**config.mk**
```make
export PLATFORM = sky130hd
export DESIGN_NAME = expr_eval_flat
export DESIGN_NICKNAME = d
export VERILOG_FILES = /design/src/rtl/expr_pkg.sv /design/src/rtl/expr_eval_if.sv /design/src/rtl/expr_char_class.sv /design/src/rtl/expr_eval.sv /design/src/flat_wrapper.sv
export SDC_FILE = /design/constraint.sdc
export NUM_CORES = 1
export LEC_CHECK = 0
export BUFFER_PORTS_ARGS = -buffer_cell sky130_fd_sc_hd__buf_2
export CORE_AREA = 5 5 97 99
export CTS_CLUSTER_SIZE = 28
export DETAILED_ROUTE_END_ITERATION = 7
export DIE_AREA = 0 0 102 104
export GPL_TIMING_DRIVEN = 0
export PLACE_DENSITY = 0.8
export SETUP_SLACK_MARGIN = 0.3
export SLEW_MARGIN = 0
export SYNTH_ARGS = -nofsm -noshare
export SYNTH_HDL_FRONTEND = slang
export SYNTH_HIERARCHICAL = 1
export SYNTH_SLANG_ARGS = --single-unit
```
**constraint.sdc**
```tcl
create_clock -name clk -period 6 [get_ports clk]
set_clock_uncertainty 0.1 [all_clocks]
set_input_delay 1.8 -clock clk [delete_from_list [all_inputs] [get_ports clk]]
set_output_delay 1.8 -clock clk [all_outputs]
set_load 0.02 [all_outputs]
```
**src/rtl/expr_pkg.sv**
```systemverilog
// Shared constants for the expression checker/evaluator pair: ASCII codes,
// FSM state encoding and character-class codes.
package expr_pkg;
    localparam logic [7:0] CH_0   = 8'd48;
    localparam logic [7:0] CH_9   = 8'd57;
    localparam logic [7:0] CH_ADD = 8'd43;
    localparam logic [7:0] CH_MUL = 8'd42;

    typedef enum logic [1:0] {S_NUM, S_OP, S_FLUSH, S_RES} state_e;

    typedef enum logic [1:0] {
        CLS_OTHER = 2'd0,
        CLS_DIGIT = 2'd1,
        CLS_OP    = 2'd2
    } cls_e;
endpackage

```
**src/rtl/expr_eval_if.sv**
```systemverilog
// Character-in / result-out handshake bundle for the expression evaluator.
interface expr_eval_if #(parameter int WIDTH = 16);
    logic             in_valid;
    logic [7:0]       in_data;
    logic             in_last;
    logic             in_ready;
    logic             res_valid;
    logic [WIDTH-1:0] res_value;
    logic             res_error;
    logic             res_ready;

    modport master (
        output in_valid, in_data, in_last, res_ready,
        input  in_ready, res_valid, res_value, res_error
    );

    modport slave (
        input  in_valid, in_data, in_last, res_ready,
        output in_ready, res_valid, res_value, res_error
    );
endinterface

```
**src/rtl/expr_char_class.sv**
```systemverilog
// Combinational character classifier: digit / operator / other, plus digit value.
module expr_char_class
    import expr_pkg::*;
(
    input  logic [7:0] data_i,
    output cls_e       cls_o,
    output logic [3:0] digit_o
);
    logic [7:0] offs;

    // digit_o is only meaningful when cls_o == CLS_DIGIT
    assign offs    = data_i - CH_0;
    assign digit_o = offs[3:0];

    always_comb begin
        cls_o = CLS_OTHER;
        if (data_i >= CH_0 && data_i <= CH_9)
            cls_o = CLS_DIGIT;
        else if (data_i == CH_ADD || data_i == CH_MUL)
            cls_o = CLS_OP;
    end
endmodule

```
**src/rtl/expr_eval.sv**
```systemverilog
// Streaming evaluator for digit/'+'/'*' expressions with '*' precedence:
// sum holds finished terms, prod the term being built, mul_pend a pending '*'.
module expr_eval
    import expr_pkg::*;
#(
    parameter int WIDTH = 16
) (
    input logic       clk,
    input logic       clr,
    expr_eval_if.slave bus
);
    state_e           state_q, state_d;
    logic [WIDTH-1:0] sum_q, sum_d, prod_q, prod_d, val_q, val_d;
    logic             mul_q, mul_d, err_q, err_d;

    cls_e             cls;
    logic [3:0]       digit;
    logic [WIDTH-1:0] dig_w, prod_new;
    logic             accept, good_end;

    expr_char_class u_cls (
        .data_i  (bus.in_data),
        .cls_o   (cls),
        .digit_o (digit)
    );

    assign bus.in_ready  = (state_q != S_RES);
    assign bus.res_valid = (state_q == S_RES);
    assign bus.res_value = val_q;
    assign bus.res_error = err_q;

    assign accept   = bus.in_valid && bus.in_ready;
    assign dig_w    = WIDTH'(digit);
    assign prod_new = mul_q ? prod_q * dig_w : dig_w;
    // The only well-formed ending is a digit that closes the expression
    assign good_end = (state_q == S_NUM) && (cls == CLS_DIGIT);

    always_comb begin
        state_d = state_q;
        if (accept) begin
            case (state_q)
                S_NUM: begin
                    if (cls == CLS_DIGIT) state_d = bus.in_last ? S_RES : S_OP;
                    else                  state_d = bus.in_last ? S_RES : S_FLUSH;
                end
                S_OP: begin
                    if (bus.in_last)        state_d = S_RES;
                    else if (cls == CLS_OP) state_d = S_NUM;
                    else                    state_d = S_FLUSH;
                end
                S_FLUSH: if (bus.in_last) state_d = S_RES;
                default: state_d = state_q;
            endcase
        end else if (state_q == S_RES && bus.res_ready) begin
            state_d = S_NUM;
        end
    end

    always_comb begin
        sum_d  = sum_q;
        prod_d = prod_q;
        mul_d  = mul_q;
        val_d  = val_q;
        err_d  = err_q;
        if (accept) begin
            if (good_end) prod_d = prod_new;
            if (state_q == S_OP && cls == CLS_OP && !bus.in_last) begin
                if (bus.in_data == CH_ADD) begin
                    sum_d = sum_q + prod_q;
                    mul_d = 1'b0;
                end else begin
                    mul_d = 1'b1;
                end
            end
            if (state_d == S_RES) begin
                val_d = (good_end && bus.in_last) ? sum_q + prod_new : '0;
                err_d = !(good_end && bus.in_last);
            end
        end else if (state_q == S_RES && bus.res_ready) begin
            sum_d  = '0;
            prod_d = '0;
            mul_d  = 1'b0;
        end
    end

    always_ff @(posedge clk or posedge clr) begin
        if (clr) state_q <= S_NUM;
        else     state_q <= state_d;
    end

    always_ff @(posedge clk or posedge clr) begin
        if (clr) begin
            sum_q  <= '0;
            prod_q <= '0;
            mul_q  <= 1'b0;
            val_q  <= '0;
            err_q  <= 1'b0;
        end else begin
            sum_q  <= sum_d;
            prod_q <= prod_d;
            mul_q  <= mul_d;
            val_q  <= val_d;
            err_q  <= err_d;
        end
    end
endmodule

```
**src/flat_wrapper.sv**
```systemverilog
// flat-port wrapper written by rule: the top's interface ports become plain ports
module expr_eval_flat import expr_pkg::*;
#(
    parameter int WIDTH = 16
)
  (clk, clr, bus_in_valid, bus_in_data, bus_in_last, bus_res_ready, bus_in_ready, bus_res_valid, bus_res_value, bus_res_error);
  expr_eval_if #(.WIDTH(WIDTH)) bus_i ();
  input logic clk;
  input logic clr;
  input wire logic [$bits(bus_i.in_valid)-1:0] bus_in_valid;
  input wire logic [$bits(bus_i.in_data)-1:0] bus_in_data;
  input wire logic [$bits(bus_i.in_last)-1:0] bus_in_last;
  input wire logic [$bits(bus_i.res_ready)-1:0] bus_res_ready;
  output wire logic [$bits(bus_i.in_ready)-1:0] bus_in_ready;
  output wire logic [$bits(bus_i.res_valid)-1:0] bus_res_valid;
  output wire logic [$bits(bus_i.res_value)-1:0] bus_res_value;
  output wire logic [$bits(bus_i.res_error)-1:0] bus_res_error;
  assign bus_i.in_valid = bus_in_valid;
  assign bus_i.in_data = bus_in_data;
  assign bus_i.in_last = bus_in_last;
  assign bus_i.res_ready = bus_res_ready;
  assign bus_in_ready = bus_i.in_ready;
  assign bus_res_valid = bus_i.res_valid;
  assign bus_res_value = bus_i.res_value;
  assign bus_res_error = bus_i.res_error;
  expr_eval #(.WIDTH(WIDTH)) u_core (.clk(clk), .clr(clr), .bus(bus_i));
endmodule
```
==> Word level (Yosys, flattened, before mapping) <==
Index checks and enable logic that the tools add are counted.
{ "word_totals": {"inputBits": 13, "reg_bits": 52} }
{ "op_classes": {"reduce_logical": 16, "n_eq_ne": 12, "n_mux": 23, "addsub": 3, "multipliers": 1, "n_lt_le_gt_ge": 2} }
{ "ops": {"columns": ["op", "count"], "rows": [
  ["$mux 16", 8],
  ["$add 16x16->16", 2],
  ["$mux 2", 9],
  ["$eq 8x6->1 const B", 2],
  ["$mul 16x4->16", 1],
  ["$eq 2x2->1 const B", 4],
  ["$ge 8x6->1 const B", 1],
  ["$le 8x6->1 const B", 1],
  ["$ne 2x2->1 const B", 4],
  ["$logic_and 1x1->1", 7],
  ["$pmux 2 s3", 1],
  ["$reduce_and 2->1", 3],
  ["$mux 1", 5],
  ["$eq 2x1->1 const B", 2],
  ["$sub 4x1->4 const B", 1],
  ["$reduce_and 3->1", 1],
  ["$logic_not 1->1", 2],
  ["$logic_not 2->1", 1],
  ["$reduce_bool 2->1", 1],
  ["$logic_or 1x1->1", 1]
]} }

==> Longest topological paths before layout <==
{ "logic_depth": {"depth_word": 11, "ltp_mapped": 25, "depth_no_buf": 23} }

==> Modules after synthesis <==
Netlist, hierarchy kept.
{ "by_module_without_submodules": {"columns": ["module", "n_inst", "cells_per_inst", "area_each_um2", "seq_area_each_um2"], "rows": [
  ["expr_eval", 1, 576, 5051.1, 1301.2],
  ["expr_char_class", 1, 9, 63.8, 0.0]
]} }

==> Least setup slack after synthesis <==
OpenSTA, ideal clock, no wires.
{ "synth_path": {"path_kind": "input-to-reg", "start": "in bus_in_data[3]", "end": "reg u_core.val_q[12], in the netlist u_core/bus.res_value[12]", "stages": 24, "arrival_ns": 6.532, "setup_time_ns": 0.133, "setup_slack_ns": -0.766, "t_required_ns": 5.767, "cell_sequence": "buf_4 > clkbuf_1 > and2_1 > fa_1 > inv_1 > fa_1 > inv_1 > ha_1 > nor2b_1 > o21ai_0 > a21boi_0 > o21ai_0 > a21boi_0 > o21a_1 > nor2_1 > xnor2_1 > and2_1 > ha_1 > and2_1 > a22o_1 > a311o_1 > maj3_1 > xnor2_1 > o21ai_0"} }
{ "synth_via": {"elab_chain_cells": 11} }
{ "synth_lines": {"columns": ["element", "line_no", "rtl"], "rows": [
  ["start: declaration", "flat_wrapper.sv:11", "input wire logic [$bits(bus_i.in_data)-1:0] bus_in_data;"],
  ["branches (longest 11 deep; another with $mul 16x4->16)", null, null],
  ["end signal: assignment", "expr_eval.sv:102", "val_q <= val_d;"],
  ["end: declaration", "expr_eval.sv:13", "logic [WIDTH-1:0] sum_q, sum_d, prod_q, prod_d, val_q, val_d;"]
]} }
Several ways; the timed one is not identified.
A chain may end at the register's enable or synchronous reset.

==> Final worst setup path <==
{ "layout_path": {"start": "in bus_in_data[2]", "end": "reg u_core.val_q[12], in the netlist u_core/bus.res_value[12]"} }
{ "layout_rtl": {"columns": ["element", "line_no", "rtl"], "rows": [
  ["$sub 4x1->4 (*)", "expr_char_class.sv:12", "assign offs = data_i - CH_0;"],
  ["via u_core.digit[2]", "expr_eval.sv:17", "logic [3:0] digit;"],
  ["$mul 16x4->16", "expr_eval.sv:34", "assign prod_new = mul_q ? prod_q * dig_w : dig_w;"],
  ["$mux 16 (*)", "expr_eval.sv:34", null],
  ["$add 16x16->16 (*)", "expr_eval.sv:76", "val_d = (good_end && bus.in_last) ? sum_q + prod_new : '0;"],
  ["$mux 16 (*)", "expr_eval.sv:76", null]
]} }
Mark *: on every way through the listed nets, which the timed path passes. The rest lies on a longest branch.

==> impl_metrics.ini <==
[floorplan]
start_util_pct = 60.42
pin_count = 32
rows = 34
coreArea_sq_um = 8466
fp.dieW_microns = 102
dieArea_sq_um = 10610
fp.dieH_microns = 104

[cells_and_area]
diodes = 0
area_growth_pct = 20.89
layout.nets = 735
drive_above_1_share_pct = 21.35
final_area_sq_um = 6183
final_util_pct = 73.04
fillers = 601

[setup_path]
worstPathArrival_ns = 6.39
r2r_end = u_core/bus.res_value[12]
cp-end-kind = register
crit_fanout = 4
rrSetupSlack_ns = 0.92
critPathKind = in -> reg
rr_worst_depth = 20
r2r-start = u_core/prod_q[1]
required_ns = 6.08
cp-start-kind = primary input

[clocking]
cts_buffers = 5
cts_tree = built
holdBufCountCts = 0
root_buffer = clkbuf_8
cts_buffer_depth = 2
clk_pin_slew_ns = 0.10
clkSinkCount = 52
cts-htree-levels = 2
clk_latency_ns = 0.31

[yosys]
ys_seq_area_share_pct = 25.44
syn_area_sq_um = 5115
ys_seq_elements = 52
netlist_instances = 585
synth-edff-count = 0
synth_warnings = 6
avgSynthCellArea_sq_um = 8.743
ys_types = 60
synth_ff_type = dfrtp_1
ys_async_sr_fraction_pct = 100.0
synth_nets = 670

[pwr]
power_density_nw_per_um2 = 190.6
clockPowerShare_pct = 18.1
seqPwrFrac_pct = 37.0
p_leak_nw = 3.020
p_int_mw = 0.6784
switching_power_mw = 0.5000
pwr-share-comb_pct = 44.9
peakVddDrop_mv = 0.1223
p_total_mw = 1.178
swShare_pct = 42.43

[sta]
rsz0062_at_grt = yes
fin_crit_ns = 6.303
hold_ws_ns = 0.3900
setup_violations = 5
fin_ws_ns = -0.3032
hold_violations = 0
fmax_mhz = 158.6
max-slew-margin-rel_pct = 39.71
post-route-period-util_pct = 105.1
tightest_slew_ns = 0.9043
maxSlewViolCount = 0

[place]
hpwl_microns = 9896
portBuffers = 30
gp_congestion = 0.8731
placed_cell_area_sq_um = 5524

[grt]
grt_pass1_vias = 4680
grt_max_degree = 32
gr-usage-all-layers_pct = 25.69
grt_pass1_wl_microns = 22180
antenna_found_initial = 0
overflow = 0

[route]
finalWirelength_microns = 13700
first_pass_iters = 5
final_antenna_net_count = 0
drc = 0
drt_iter0_markers = 350
vias = 4552
routed_via_density = 5.997
wire_per_inst_microns = 18.05

[worst_hold_path]
min_path_type = reg -> reg
worstHoldPathCells = 2
holdCritStartpoint = u_core/bus.res_value[4]
holdPathEnd = u_core/bus.res_value[4]

[outcome]
violations = negative setup slack
status = finished with violations

[flow_run]
max_cap_violations = 0
-- kinds of logic after synthesis --
family,share of synthesized area [%]
AND/OR/NAND/NOR,19.84
buffers and inverters,6.409
AO/OA/AOI/OAI,19.40
multiplexers,0.6360
adder cells (fa/ha/maj),21.77
flip-flops,25.44
XOR/XNOR,6.507
-- metal layers --
metal	GRT usage, %	vias up	share of wire, %
met5	0	-	0
met4	8.060	0	3.1
met3	3.488	36	4.8
met2	42.43	150	50
met1	34.62	2221	42
li1	-	2145	-
-- sequential cells by signal (all words and copies together) (netlist names) --
name / flops
u_core/sum_q: 16
u_core/mul_q: 1
u_core/prod_q: 16
u_core/bus.res_error: 1
u_core/bus.res_value: 16
u_core/state_q: 2
-- worst max-delay path by stage --
stage / startpoint / to / slack [ns] / cells after the start
global route: bus_in_data[2] / u_core/bus.res_value[12] / -0.47 / 23
finish: bus_in_data[2] / u_core/bus.res_value[12] / -0.30 / 24
floorplan: bus_in_data[3] / u_core/bus.res_value[12] / -0.23 / 24
global placement: bus_in_data[2] / u_core/bus.res_value[12] / -0.77 / 23
CTS: bus_in_data[3] / u_core/bus.res_value[12] / -0.30 / 25
detailed placement: bus_in_data[2] / u_core/bus.res_value[12] / -0.95 / 23
-- power by group through the flow --
stage                     logic (mW)  clock network, mW  registers (mW)
final                          0.529              0.213           0.436
after global routing           0.588              0.230           0.442
after CTS                      0.501              0.216           0.433
after detailed placement       0.478                  0           0.438
after global placement         0.453                  0           0.436
after floorplan                0.355                  0           0.421
-- through the flow --
step / worst slack (ns) / TNS, ns / std cells
2_1_floorplan: -0.2286 / -0.6321 / 585
3_3_place_gp: -0.7737 / -3.654 / 723
3_5_place_dp: -0.9511 / -4.885 / 724
4_1_cts: -0.2969 / -0.9077 / 751
5_1_grt: -0.4736 / -1.688 / 759
6_report: -0.3032 / -0.8149 / 759
-- worst max-delay path: stages --
cell and delay (ns):
buf_8 0.09, buf_6 0.12, buf_4 0.14, and2_1 0.17
fa_1 0.51, inv_1 0.06, fa_1 0.55, inv_2 0.05
ha_4 0.27, o21ai_2 0.06, a21boi_2 0.16, o21ai_2 0.09
a21boi_2 0.17, o21a_1 0.18, nor2_2 0.06, xnor2_2 0.20
and2_4 0.20, ha_4 0.21, and2_4 0.16, a22o_1 0.21
a311o_1 0.33, maj3_2 0.34, xnor2_2 0.17, o21ai_1 0.07
-- final cells by class --
cell class,count,area [sq um],area share [%]
clock inverters,1,7.507,0.1214
plain buffers,20,143.9,2.327
clock buffers,7,86.33,1.396
inverters,62,232.7,3.764
multi-input cells,451,3870,62.59
repair buffers,58,406.6,6.576
flip-flops and latches,52,1301,21.04
well taps,108,135.1,2.185
-- Yosys cell counts, drive strengths merged (5+ instances only) --
cell type,n,share of area [%]
a21boi,5,0.73
a21o,9,1.3
a21oi,28,2.7
a22o,22,3.8
and2,44,5.4
buf,6,0.83
clkbuf,14,1.0
dfrtp,52,25
fa,27,11
ha,45,11
inv,62,4.5
nand2,72,5.3
nand3,11,1.2
nor2,20,1.5
nor2b,7,0.86
nor3,10,0.98
nor3b,5,0.73
o21ai,32,3.2
o21bai,5,0.73
o31ai,6,0.88
or3,5,0.61
xnor2,25,4.3
xor2,13,2.2
-- cells in the final DEF (no fill, tap or decap), types with 5 or more instances in the layout --
cell / n
and2_1: 38
clkbuf_8: 6
a21o_1: 9
o31ai_1: 5
nand3_1: 9
dfrtp_1: 52
o21ai_0: 23
inv_1: 58
ha_4: 11
buf_8: 6
clkbuf_1: 12
ha_1: 33
fa_1: 26
a21oi_1: 24
buf_6: 5
o21ai_1: 5
nor2_1: 16
xnor2_1: 22
nor3_1: 7
buf_2: 28
o21bai_1: 5
nor2b_1: 6
or3_1: 5
buf_4: 26
nand2_1: 70
xor2_1: 13
a22o_1: 22
and2_4: 5
-- timing repair --
| action | in CTS | in global routing |
|---|---|---|
| gates resized for setup | 42 | 34 |
| endpoints found under the setup margin | 8 | 8 |
| setup buffers | 18 | 8 |
| cloned | 1 | 0 |
| pin swaps | 28 | 32 |
Power figures use the tool's default switching activity.
